File: src/rtl/shift_seq_pkg.sv
`default_nettype none
// ============================================================================
// Module      : shift_seq_pkg
// Description : Shared types and constants for the multi-cycle shift
//               sequencer: FSM states, operation codes, stage indexing.
// Revision    : 1.0 - initial release
// ============================================================================
package shift_seq_pkg;

   // Sequencer states
   typedef enum logic [1:0] {
      IDLE  = 2'd0,
      SHIFT = 2'd1,
      DONE  = 2'd2
   } state_e;

   // Shift operation codes
   localparam logic OP_SLL = 1'b0;   // logical left, zero fill
   localparam logic OP_SRA = 1'b1;   // arithmetic right, sign fill

   // Number of power-of-two stages (16, 8, 4, 2, 1)
   localparam int STAGE_COUNT = 5;

   // Stage index; three bits cover indices 0..4
   localparam int STAGE_IDX_W = 3;
   typedef logic [STAGE_IDX_W-1:0] stage_idx_t;

endpackage : shift_seq_pkg
`default_nettype wire

File: src/rtl/shift_stage_mux.sv
`default_nettype none
// ============================================================================
// Module      : shift_stage_mux
// Description : Combinational single-stage shifter. Applies (or bypasses) a
//               shift of 2^stage positions, left with zero fill or right
//               with sign fill, to the incoming work value.
// Revision    : 1.0 - initial release
// ============================================================================
module shift_stage_mux
   import shift_seq_pkg::*;
#(
   parameter int DATA_WIDTH = 32
) (
   input  logic [DATA_WIDTH-1:0] work_in,
   input  stage_idx_t            stage,
   input  logic                  apply,
   input  logic                  op,
   output logic [DATA_WIDTH-1:0] work_out
);

   localparam int NUM_SLOTS = 1 << STAGE_IDX_W;

   // One fixed-distance shifter per index; unused indices pass the value
   // through so every stage-index value selects something well defined.
   logic [DATA_WIDTH-1:0] w_shl [NUM_SLOTS];
   logic [DATA_WIDTH-1:0] w_sra [NUM_SLOTS];

   genvar gi;
   generate
      for (gi = 0; gi < NUM_SLOTS; gi++) begin : g_stage
         if (gi < STAGE_COUNT) begin : g_real
            assign w_shl[gi] = work_in << (1 << gi);
            assign w_sra[gi] = $signed(work_in) >>> (1 << gi);
         end else begin : g_pad
            assign w_shl[gi] = work_in;
            assign w_sra[gi] = work_in;
         end
      end
   endgenerate

   // Select the shifted value for this stage, or bypass when not applied
   always_comb begin
      work_out = work_in;
      if (apply) begin
         work_out = (op == OP_SRA) ? w_sra[stage] : w_shl[stage];
      end
   end

endmodule : shift_stage_mux
`default_nettype wire

File: src/rtl/shift_sequencer.sv
`default_nettype none
// ============================================================================
// Module      : shift_sequencer
// Description : Multi-cycle SLL/SRA controller. Latches one request, then
//               walks the operand through the 16/8/4/2/1 stages, one stage
//               per clock, and pulses data_resultRDY for one cycle at the end.
//               Fixed latency of five shift cycles regardless of shamt.
// Revision    : 1.0 - initial release
// ============================================================================
module shift_sequencer
   import shift_seq_pkg::*;
#(
   parameter int DATA_WIDTH  = 32,
   parameter int SHAMT_WIDTH = 5
) (
   input  logic                   clock,
   input  logic                   reset,
   input  logic                   ctrl_start,
   input  logic                   ctrl_op,
   input  logic [DATA_WIDTH-1:0]  data_operandA,
   input  logic [SHAMT_WIDTH-1:0] ctrl_shiftamt,
   output logic [DATA_WIDTH-1:0]  data_result,
   output logic                   data_resultRDY,
   output logic                   busy
);

   state_e                 state_q,       state_d;
   logic [DATA_WIDTH-1:0]  work_q,        work_d;
   logic [SHAMT_WIDTH-1:0] shamt_q,       shamt_d;
   logic                   op_q,          op_d;
   stage_idx_t             stage_q,       stage_d;
   logic [DATA_WIDTH-1:0]  data_result_q, data_result_d;

   logic [DATA_WIDTH-1:0]  w_next_work;

   // One stage of the shift applied to the current work value
   shift_stage_mux #(
      .DATA_WIDTH (DATA_WIDTH)
   ) u_stage_mux (
      .work_in  (work_q),
      .stage    (stage_q),
      .apply    (shamt_q[stage_q]),
      .op       (op_q),
      .work_out (w_next_work)
   );

   // Next-state and datapath control; DONE accepts like IDLE for back-to-back
   always_comb begin
      state_d       = state_q;
      work_d        = work_q;
      shamt_d       = shamt_q;
      op_d          = op_q;
      stage_d       = stage_q;
      data_result_d = data_result_q;

      case (state_q)
         IDLE, DONE: begin
            if (ctrl_start) begin
               work_d  = data_operandA;
               shamt_d = ctrl_shiftamt;
               op_d    = ctrl_op;
               stage_d = stage_idx_t'(STAGE_COUNT - 1);
               state_d = SHIFT;
            end else begin
               state_d = IDLE;
            end
         end
         SHIFT: begin
            work_d = w_next_work;
            if (stage_q == '0) begin
               data_result_d = w_next_work;
               state_d       = DONE;
            end else begin
               stage_d = stage_q - stage_idx_t'(1);
            end
         end
         default: begin
            state_d = IDLE;
         end
      endcase
   end

   // State and latched-operand registers with synchronous reset
   always_ff @(posedge clock) begin
      if (reset) begin
         state_q       <= IDLE;
         work_q        <= '0;
         shamt_q       <= '0;
         op_q          <= 1'b0;
         stage_q       <= '0;
         data_result_q <= '0;
      end else begin
         state_q       <= state_d;
         work_q        <= work_d;
         shamt_q       <= shamt_d;
         op_q          <= op_d;
         stage_q       <= stage_d;
         data_result_q <= data_result_d;
      end
   end

   assign data_result    = data_result_q;
   assign data_resultRDY = (state_q == DONE);
   assign busy           = (state_q == SHIFT);

endmodule : shift_sequencer
`default_nettype wire

File: config.mk
export PLATFORM = sky130hd
export DESIGN_NAME = shift_sequencer
export DESIGN_NICKNAME = d
export VERILOG_FILES = /design/src/rtl/shift_seq_pkg.sv /design/src/rtl/shift_stage_mux.sv /design/src/rtl/shift_sequencer.sv
export SDC_FILE = /design/constraint.sdc
export NUM_CORES = 1
export LEC_CHECK = 0
export CORE_AREA = 10 10 124 126
export DETAILED_ROUTE_END_ITERATION = 10
export DIE_AREA = 0 0 134 136
export PLACE_DENSITY = 0.64
export REMOVE_ABC_BUFFERS = 1
export SLEW_MARGIN = 10
export SYNTH_ARGS = -nofsm -noshare
export SYNTH_HDL_FRONTEND = slang
export SYNTH_SLANG_ARGS = --single-unit
File: constraint.sdc
create_clock -name clock -period 3 [get_ports clock]
set_input_delay 0.6 -clock clock [delete_from_list [all_inputs] [get_ports clock]]
set_output_delay 0.6 -clock clock [all_outputs]
set_load 0.02 [all_outputs]
==> metrics.md, run 1 <==
| Metric | Value |
|---|---|
| #FFs+latches synth | `75` |
| Reg2Reg Depth | `6` |
| First-pass DRT Iterations | `5` |
| Synth top area share | `26.51%` |
| CP Data Required Time | `about 3.2 ns` |
| Warnings, synthesis | `0` |
| Slew Limit Fails | `0` |
| Design Power | `between 3 and 4 mW` |
| Root Buffer | `clkbuf_16` |
| Htree depth | `3` |
| DRC viols | `0` |
| Met1 Use GR | `a little under a third` |
| Setup WS post-layout | `0.4305 ns` |
| Fraction of layout cells with a size suffix above 1 | `13.34%` |
| CTS tree | `built` |
| Outcome | `completed` |
| Crit path max-delay family | `compound AO/OA/AOI/OAI gates` |
| Die H | `136 µm` |
| Max-cap violations | `0` |
| Initial DRC Count | `slightly above 700` |
| ANT nets after route | `0` |
| Crit path launch type | `register` |
| Syn Inst Count | `slightly above 700` |
| Period utilisation layout | `between 80% and 90%` |
| Achievable Freq | `389.2 MHz` |
| Setup CP Type | `reg -> reg` |
| Max stage delay on crit path | `around 0.60 ns` |
| Via count | `between 6,000 and 7,000` |
| Slew @ Worst Pin | `~0.76 ns` |
| Max FO, Critical Path | `36` |
| Cell row count | `between 40 and 50` |
| Async S/R FF share, synth | `0%` |
| DR WL/cell | `24.64 µm` |
| Antenna cell count | `0` |
| GP Congestion | `1.001` |
| Synth cell types | `67` |
| Crit path max-delay cell type | `dfxtp_4` |
| CTS Buffer Depth | `2` |
| DP Worst Slack | `roughly 0.51 ns` |
| Clock Latency Late Sink | `~0.36 ns` |
| Post-synthesis sequential area ratio | `26.51%` |
| Syn Area/Cell | `around 8.0 µm²` |
| Hpwl dp | `16,120 µm` |
| Largest net degree at the start of global routing | `49` |
| Chip width | `approximately 130 µm` |
| Met3 usage | `approximately 5.5%` |
| Hold EP | `shamt_q[0]` |
| R2r setup slk | `approximately 0.43 ns` |
| Max-slew headroom | `just under 50%` |
| IO Count | `75` |
| Busiest grt layer | `met2` |
| R2R Path End | `work_q[14]` |
| Setup Fix Bufs, Post-CTS | `0` |
| Area Overhead vs Synth | `19.59%` |
| Hold WC Path Type | `reg -> reg` |
| Met2 Resource Use GR | `between 30% and 40%` |
| Worst r2r src | `stage_q[0]` |
| CP Capture Type | `register` |
| Top_reg_cell synth | `dfxtp_1` |
| Most frequent cells in the layout | `73 x dfxtp_1, 73 x clkdlybuf4s50_1, 69 x nand2_1` |
| Hold buffers post-CTS | `0` |
| Cell Area, Synth | `around 0.0057 mm²` |
| Top post-synthesis cells by area | `dfxtp_1 27%, mux4_2 8.0%, mux2i_1 5.8%` |
| Crit path time final | `between 2 and 3 ns` |
| Core Area | `between 0.01 and 0.015 mm²` |
| Die ar. | `between 0.015 and 0.02 mm²` |
| Number of antenna violations at the first check in global routing | `0` |
| Worst EP arrival | `2.79 ns` |
| Number of global-route vias before repair | `~5,800` |
| CTS-repair resized insts | `0` |
| Pwr dens | `slightly above 500 mW/mm²` |
| Setup TNS | `0 ns` |
| Worst Path Buf+Inv | `1` |
| Via density | `around 6.6` |
| Cts bufs inserted | `9` |
| TritonCTS Sinks | `75` |
| Worst-path cell chain | `buf_4, nand2b_1, a21oi_1, o41a_1, a311oi_1, o22ai_1` |
| Min-Delay Startpoint | `shamt_q[0]` |
| Clock Pin Slew Worst Setup and Hold Paths | `0.06 ns` |
| Routed wire length | `22,620 µm` |
| IO buf count | `74` |
| Initial core utilization | `between 40 and 50%` |
| Final hold vios | `0` |
| Yosys top cell by area | `dfxtp_1` |
| NumNets Final | `780` |
| Remaining global-route overflow | `0` |
| RSZ-0062 raised after global routing | `no` |
| Worst Skew | `between 0.004 and 0.005 ns` |
| Endpoints failing setup | `0` |
| Number of cells on the worst hold path | `2` |
| Post-synth EDFFs | `0` |
| First-pass GRT wire length | `roughly 35,000 µm` |
| Max VDD drop | `between 0.2 and 0.3 mV` |
| Total global-route track usage | `24.44%` |
| Leakage | `around 2.2 nW` |
==> state kept, by name, summed over array words and instances (netlist names) <==
name	cells
work_q	32
data_result	32
shamt_q	5
state_q	2
op_q	1
stage_q	3
==> layer usage <==
layer / wire length [µm] / vias to the layer above
met5: 0 / -
met4: 702 / 0
met3: 2015 / 57
met2: 10440 / 350
met1: 9464 / 2914
li1: - / 2703
==> per-stage QoR <==
stage                     hold slack [ns]  cell area [µm²]  cells  util (%)
after global routing               0.4875             6774    918     52.19
after floorplan                    0.4296             5236    619         -
after detailed placement           0.4490             6460    902     49.77
final                              0.4641             6774    918     52.19
after CTS                          0.4652             6774    918     52.19
after global placement             0.4478             6460    902     49.77
==> tightest hold or removal path: stages, from the launching register on <==
cell	delay, ns
dfxtp_1	0.31
nand2_1	0.05
a21oi_1	0.05
==> Yosys cell counts (all sizes together) (3+ instances only) <==
cell	instances
a211oi	27
a31o	3
buf	44
a31oi	12
nand2	70
o221ai	6
and2	6
nor4	7
o2111ai	3
nand3b	9
o32ai	4
a221o	4
nor2	48
inv	9
a21oi	53
o22ai	10
or2	4
a22oi	26
mux2	8
dfxtp	75
or3	4
a21boi	4
nand3	20
clkbuf	43
a311oi	6
a32oi	4
nor3	20
o31ai	6
o211ai	7
mux2i	33
a21o	3
mux4	20
o21ai	44
nor2b	14
nand2b	19
==> report_power, final <==
part	internal (mW)	total, mW	switching [mW]
Clock	0.709	1.15	0.441
Sequential	1.08	1.25	0.167
Combinational	0.440	1.04	0.598
==> worst max path at each step <==
stage / slack (ns) / depth (start not counted) / endpoint / start
after floorplan: -1.53 / 6 / data_result[16] / stage_q[0]
after global placement: 0.51 / 6 / work_q[14] / stage_q[0]
after detailed placement: 0.51 / 6 / work_q[14] / stage_q[0]
after CTS: 0.50 / 6 / work_q[14] / stage_q[0]
after global routing: 0.36 / 7 / work_q[28] / stage_q[1]
final: 0.43 / 6 / work_q[14] / stage_q[0]
==> kinds of logic after synthesis <==
family	synth area share, %
AO/OA/AOI/OAI	29.34
adder cells (fa/ha/maj)	0.4417
flip-flops	26.51
buffers and inverters	8.284
multiplexers	15.37
AND/OR/NAND/NOR	20.06
==> final cells by class <==
class                   count  area [µm²]
flip-flops and latches     75        1506
clock inverters             4       47.55
well taps                 176       220.2
fillers                  1301        6206
inverters                  11       41.29
repair buffers            107       996.0
clock buffers              12       266.5
multi-input cells         533        3696
Note: power is estimated with default switching activity, not from simulation.
==> inputs of run 2 (changes only) <==
Settings changed: CTS_BUF_LIST from default to sky130_fd_sc_hd__clkbuf_16.
==> metrics.md, run 2 (synthesis gave the netlist of run 1 again) <==
| Metric | Value |
|---|---|
| Routed wire length | `22,560 µm` |
| Clock network fraction of design power | `around a third` |
| Setup TNS | `0 ns` |
| Crit path max-delay cell type | `dfxtp_4` |
| Achievable Freq | `between 300 and 400 MHz` |
| Worst EP arrival | `roughly 2.8 ns` |
| Final hold vios | `0` |
| RSZ-0062 raised after global routing | `no` |
| Area Overhead vs Synth | `19.06%` |
| Worst-path cell chain | `buf_4, nand2b_1, a21oi_1, o41a_1, a311oi_1, o22ai_1` |
| Initial DRC Count | `681` |
| Total global-route track usage | `between 20 and 25%` |
| FILL cells | `approximately 1,300` |
| Setup Fix Bufs, Post-CTS | `0` |
| Chip width | `134 µm` |
| Period utilisation layout | `85.08%` |
| Hold buffers post-CTS | `0` |
| Outcome | `completed` |
| Cell row count | `42` |
| CTS Buffer Depth | `2` |
| Max-cap violations | `0` |
| CTS-repair resized insts | `0` |
| Die H | `~140 µm` |
| Switch Pwr | `1.202 mW` |
| Number of global-route vias before repair | `around 5,800` |
| GP Congestion | `1.001` |
| Hold WC Path Type | `reg -> reg` |
| IO buf count | `74` |
| Die ar. | `approximately 0.018 mm²` |
| CP Capture Type | `register` |
| Worst Skew | `between 0.003 and 0.004 ns` |
| Endpoints failing setup | `0` |
| Crit path time final | `2.552 ns` |
| Via count | `around 6,000` |
| Most frequent cells in the layout | `73 x dfxtp_1, 73 x clkdlybuf4s50_1, 69 x nand2_1` |
| Sequential power share | `a little under two fifths` |
| TritonCTS Sinks | `75` |
| Root Buffer | `clkbuf_16` |
| Design Power | `around 3.4 mW` |
| First-pass GRT wire length | `about 35,000 µm` |
| Placed insts | `about 900` |
| Crit path max-delay family | `compound AO/OA/AOI/OAI gates` |
| Max VDD drop | `0.2222 mV` |
| First-pass DRT Iterations | `6` |
| Fraction of layout cells with a size suffix above 1 | `12.94%` |
| Setup CP Type | `reg -> reg` |
| Hpwl dp | `~16,000 µm` |
| DRC viols | `0` |
| NumNets Final | `780` |
| Crit path launch type | `register` |
| Largest net degree at the start of global routing | `slightly below 50` |
| Antenna cell count | `0` |
| Max FO, Critical Path | `36` |
| Via density | `between 6 and 7` |
| Cts bufs inserted | `9` |
| ANT nets after route | `0` |
| Slew @ Worst Pin | `0.7662 ns` |
| Pwr dens | `~500 mW/mm²` |
| Max stage delay on crit path | `roughly 0.6 ns` |
| Htree depth | `3` |
| Remaining global-route overflow | `0` |
| Internal Power | `~2.2 mW` |
| Combinational fraction of design power | `a little under a third` |
| Worst Path Buf+Inv | `1` |
| CP Data Required Time | `between 3 and 4 ns` |
| Initial core utilization | `43.64%` |
| Number of antenna violations at the first check in global routing | `0` |
| Clock Latency Late Sink | `between 0.3 and 0.4 ns` |
| Leakage | `about 2.2 nW` |
| Clock Pin Slew Worst Setup and Hold Paths | `0.06 ns` |
| CTS tree | `built` |
| Sw frac | `around 36%` |
| Final non-filler cell total | `between 900 and 1,000` |
| DR WL/cell | `24.57 µm` |
| IO Count | `75` |
| Max-slew headroom | `between 40% and 50%` |
| Slew Limit Fails | `0` |
| Core Area | `approximately 0.013 mm²` |
## run 2: final cells by class
cell class | count | area [µm²] | area share (%)
Multi-Input combinational cell | 533 | 3696 | 54.81
Sequential cell | 75 | 1506 | 22.34
Timing Repair Buffer | 107 | 996.0 | 14.77
Clock buffer | 9 | 225.2 | 3.340
Tap cell | 176 | 220.2 | 3.265
Clock inverter | 7 | 58.81 | 0.8720
Inverter | 11 | 41.29 | 0.6122
## run 2: per-stage QoR
| step | instance area [µm²] | utilization, % | hold slack (ns) | setup WS (ns) |
|---|---|---|---|---|
| after detailed placement | 6460 | 49.77 | 0.4490 | 0.5076 |
| final | 6744 | 51.96 | 0.4648 | 0.4476 |
| after global routing | 6744 | 51.96 | 0.4876 | 0.3629 |
| after CTS | 6744 | 51.96 | 0.4651 | 0.4971 |
| after floorplan | 5236 | - | 0.4296 | -1.535 |
| after global placement | 6460 | 49.77 | 0.4478 | 0.5112 |
## run 2: power by group through the flow
| stage | Clock, mW | Sequential, mW | Combinational, mW |
|---|---|---|---|
| after floorplan | 0 | 1.27 | 0.540 |
| after global placement | 0 | 1.26 | 1.02 |
| after detailed placement | 0 | 1.26 | 1.02 |
| after CTS | 1.08 | 1.24 | 1.03 |
| after global routing | 1.12 | 1.25 | 1.12 |
| final | 1.07 | 1.25 | 1.04 |
## run 2: layer usage
layer	wire, µm	GRT usage (%)	up-vias	share of wire (%)
li1	-	-	2704	-
met1	9294	31.77	2918	41
met2	10440	38.52	346	46
met3	2114	5.424	59	9.4
met4	707	9.613	0	3.1
met5	0	0	-	0
## run 2: path summary, 6_finish.rpt
kind              depth (start not counted)        from    endpoint  slack [ns]
setup reg to reg                          6  stage_q[0]  work_q[14]        0.45
hold / removal                            2  shamt_q[0]  shamt_q[0]        0.46
hold reg to reg                           2  shamt_q[0]  shamt_q[0]        0.46
setup / recovery                          6  stage_q[0]  work_q[14]        0.45
## run 2: worst register-to-register path, cell delays in order (launching register included)
cell,delay (ns)
dfxtp_4,0.60
buf_4,0.44
nand2b_1,0.25
a21oi_1,0.10
o41a_1,0.48
a311oi_1,0.42
o22ai_1,0.12
==> inputs of run 3 (changes only) <==
Settings changed: REMOVE_ABC_BUFFERS 1 to default.
==> metrics.md, run 3 (synthesis gave the netlist of run 1 again) <==
| Metric | Value |
|---|---|
| Max-slew headroom | `54.28%` |
| Worst r2r src | `stage_q[0]` |
| Fraction of layout cells with a size suffix above 1 | `roughly an eighth` |
| Achievable Freq | `~370 MHz` |
| Htree depth | `3` |
| Max-cap violations | `0` |
| Placed insts | `a little under 900` |
| Root Buffer | `clkbuf_16` |
| Number of global-route vias before repair | `roughly 6,000` |
| Worst setup path startpoint | `state_q[0]` |
| Setup CP Type | `reg -> out` |
| Design Power | `between 3 and 4 mW` |
| Routed wl met3 | `a little under 2000 µm` |
| Met2 wirelength from detailed routing | `around 11,000 µm` |
| Setup WS post-layout | `approximately 0.27 ns` |
| Period utilisation layout | `91.03%` |
| Area Overhead vs Synth | `19.97%` |
| Slew @ Worst Pin | `slightly below 0.7 ns` |
| Pwr dens | `528.2 mW/mm²` |
| CTS-repair resized insts | `0` |
| CTS tree | `built` |
| First-pass DRT Iterations | `5` |
| NumNets Final | `773` |
| Largest net degree at the start of global routing | `96` |
| Endpoints failing setup | `0` |
| Die ar. | `between 0.015 and 0.02 mm²` |
| Core Area | `between 0.01 and 0.015 mm²` |
| Worst Skew | `0.01291 ns` |
| Max VDD drop | `roughly 0.42 mV` |
| Non-Filler Cell Area, Final | `0.006795 mm²` |
| Antenna cell count | `0` |
| IO Count | `75` |
| Total global-route track usage | `26.07%` |
| Hold buffers post-CTS | `0` |
| Reg2Reg Depth | `6` |
| Max FO, Critical Path | `13` |
| First-pass GRT wire length | `between 30,000 and 40,000 µm` |
| TritonCTS Sinks | `between 70 and 80` |
| Slew Limit Fails | `0` |
| Final hold vios | `0` |
| ANT nets after route | `0` |
| R2R Path End | `work_q[24]` |
| Routed wire length | `23,900 µm` |
| Setup TNS | `0 ns` |
| Clock Pin Slew Worst Setup and Hold Paths | `around 0.07 ns` |
| Number of antenna violations at the first check in global routing | `0` |
| Via density | `6.481` |
| Crit path launch type | `register` |
| R2r setup slk | `0.65 ns` |
| CP Data Required Time | `roughly 2.4 ns` |
| Hpwl dp | `~17,000 µm` |
| DP Area | `roughly 0.0064 mm²` |
| Cts bufs inserted | `9` |
| IO buf count | `74` |
| Post-Syn Nets | `about 750` |
| Most frequent cells in the layout | `73 x dfxtp_1, 73 x clkdlybuf4s50_1, 69 x nand2_1` |
| Hold WC Path Type | `reg -> reg` |
| Outcome | `completed` |
| CTS Buffer Depth | `2` |
| Worst EP arrival | `2.13 ns` |
| Remaining global-route overflow | `0` |
| Die H | `roughly 140 µm` |
| DP Worst Slack | `0.6726 ns` |
| Setup crit end | `busy` |
| Top Metal Used | `met4` |
| Chip width | `about 130 µm` |
| Final non-filler cell total | `911` |
| DR WL/cell | `26.24 µm` |
| CP Capture Type | `primary output` |
| Initial core utilization | `a little over two fifths` |
| Metal1 wirelength | `roughly 10,000 µm` |
| DRC viols | `0` |
| Leakage | `between 2 and 2.5 nW` |
| Setup Fix Bufs, Post-CTS | `0` |
| Via count | `about 6,000` |
| Initial DRC Count | `around 840` |
| Cell row count | `between 40 and 50` |
| Crit path time final | `between 2 and 3 ns` |
| Clock Latency Late Sink | `around 0.36 ns` |
| GP Congestion | `~1` |
| RSZ-0062 raised after global routing | `no` |
[run 3: power breakdown]
group	internal, mW	switching (mW)	total [mW]	leakage (nW)
Sequential	1.08	0.183	1.26	0.616
Clock	0.819	0.465	1.28	0.171
Combinational	0.441	0.602	1.04	1.40
[run 3: routing by layer]
| metal | global-route usage, % | vias up |
|---|---|---|
| met5 | 0 | - |
| met4 | 10.52 | 0 |
| met3 | 5.646 | 53 |
| met2 | 42.18 | 297 |
| met1 | 33.10 | 2859 |
| li1 | - | 2695 |
[run 3: worst min-delay path by stage]
| stage | startpoint | end | slack, ns | cells after the start |
|---|---|---|---|---|
| 2_1_floorplan | shamt_q[0] | shamt_q[0] | 0.44 | 2 |
| 3_3_place_gp | data_result[31] | data_result[31] | 0.45 | 2 |
| 3_5_place_dp | data_result[8] | data_result[8] | 0.45 | 2 |
| 4_1_cts | data_result[8] | data_result[8] | 0.47 | 2 |
| 5_1_grt | shamt_q[0] | shamt_q[0] | 0.50 | 2 |
| 6_report | data_result[8] | data_result[8] | 0.47 | 2 |
[run 3: cell type report]
cell class                      count  area, µm²
Inverter                           11      41.29
Fill cell                        1284       6185
Sequential cell                    75       1506
Tap cell                          176      220.2
Clock buffer                        9      225.2
Clock inverter                      7      122.6
Multi-Input combinational cell    533       3699
Timing Repair Buffer              100      980.9
[run 3: through the flow]
stage	util [%]	hold WS (ns)
6_report	52.35	0.4654
5_1_grt	52.35	0.4963
4_1_cts	52.35	0.4697
3_5_place_dp	49.67	0.4491
3_3_place_gp	49.67	0.4454
2_1_floorplan	-	0.4357
[run 3: worst max-delay path, cell delays in order (launching register included)]
cell,delay (ns)
dfxtp_1,0.38
nand2b_1,0.25
inv_1,0.44
clkdlybuf4s50_1,0.71
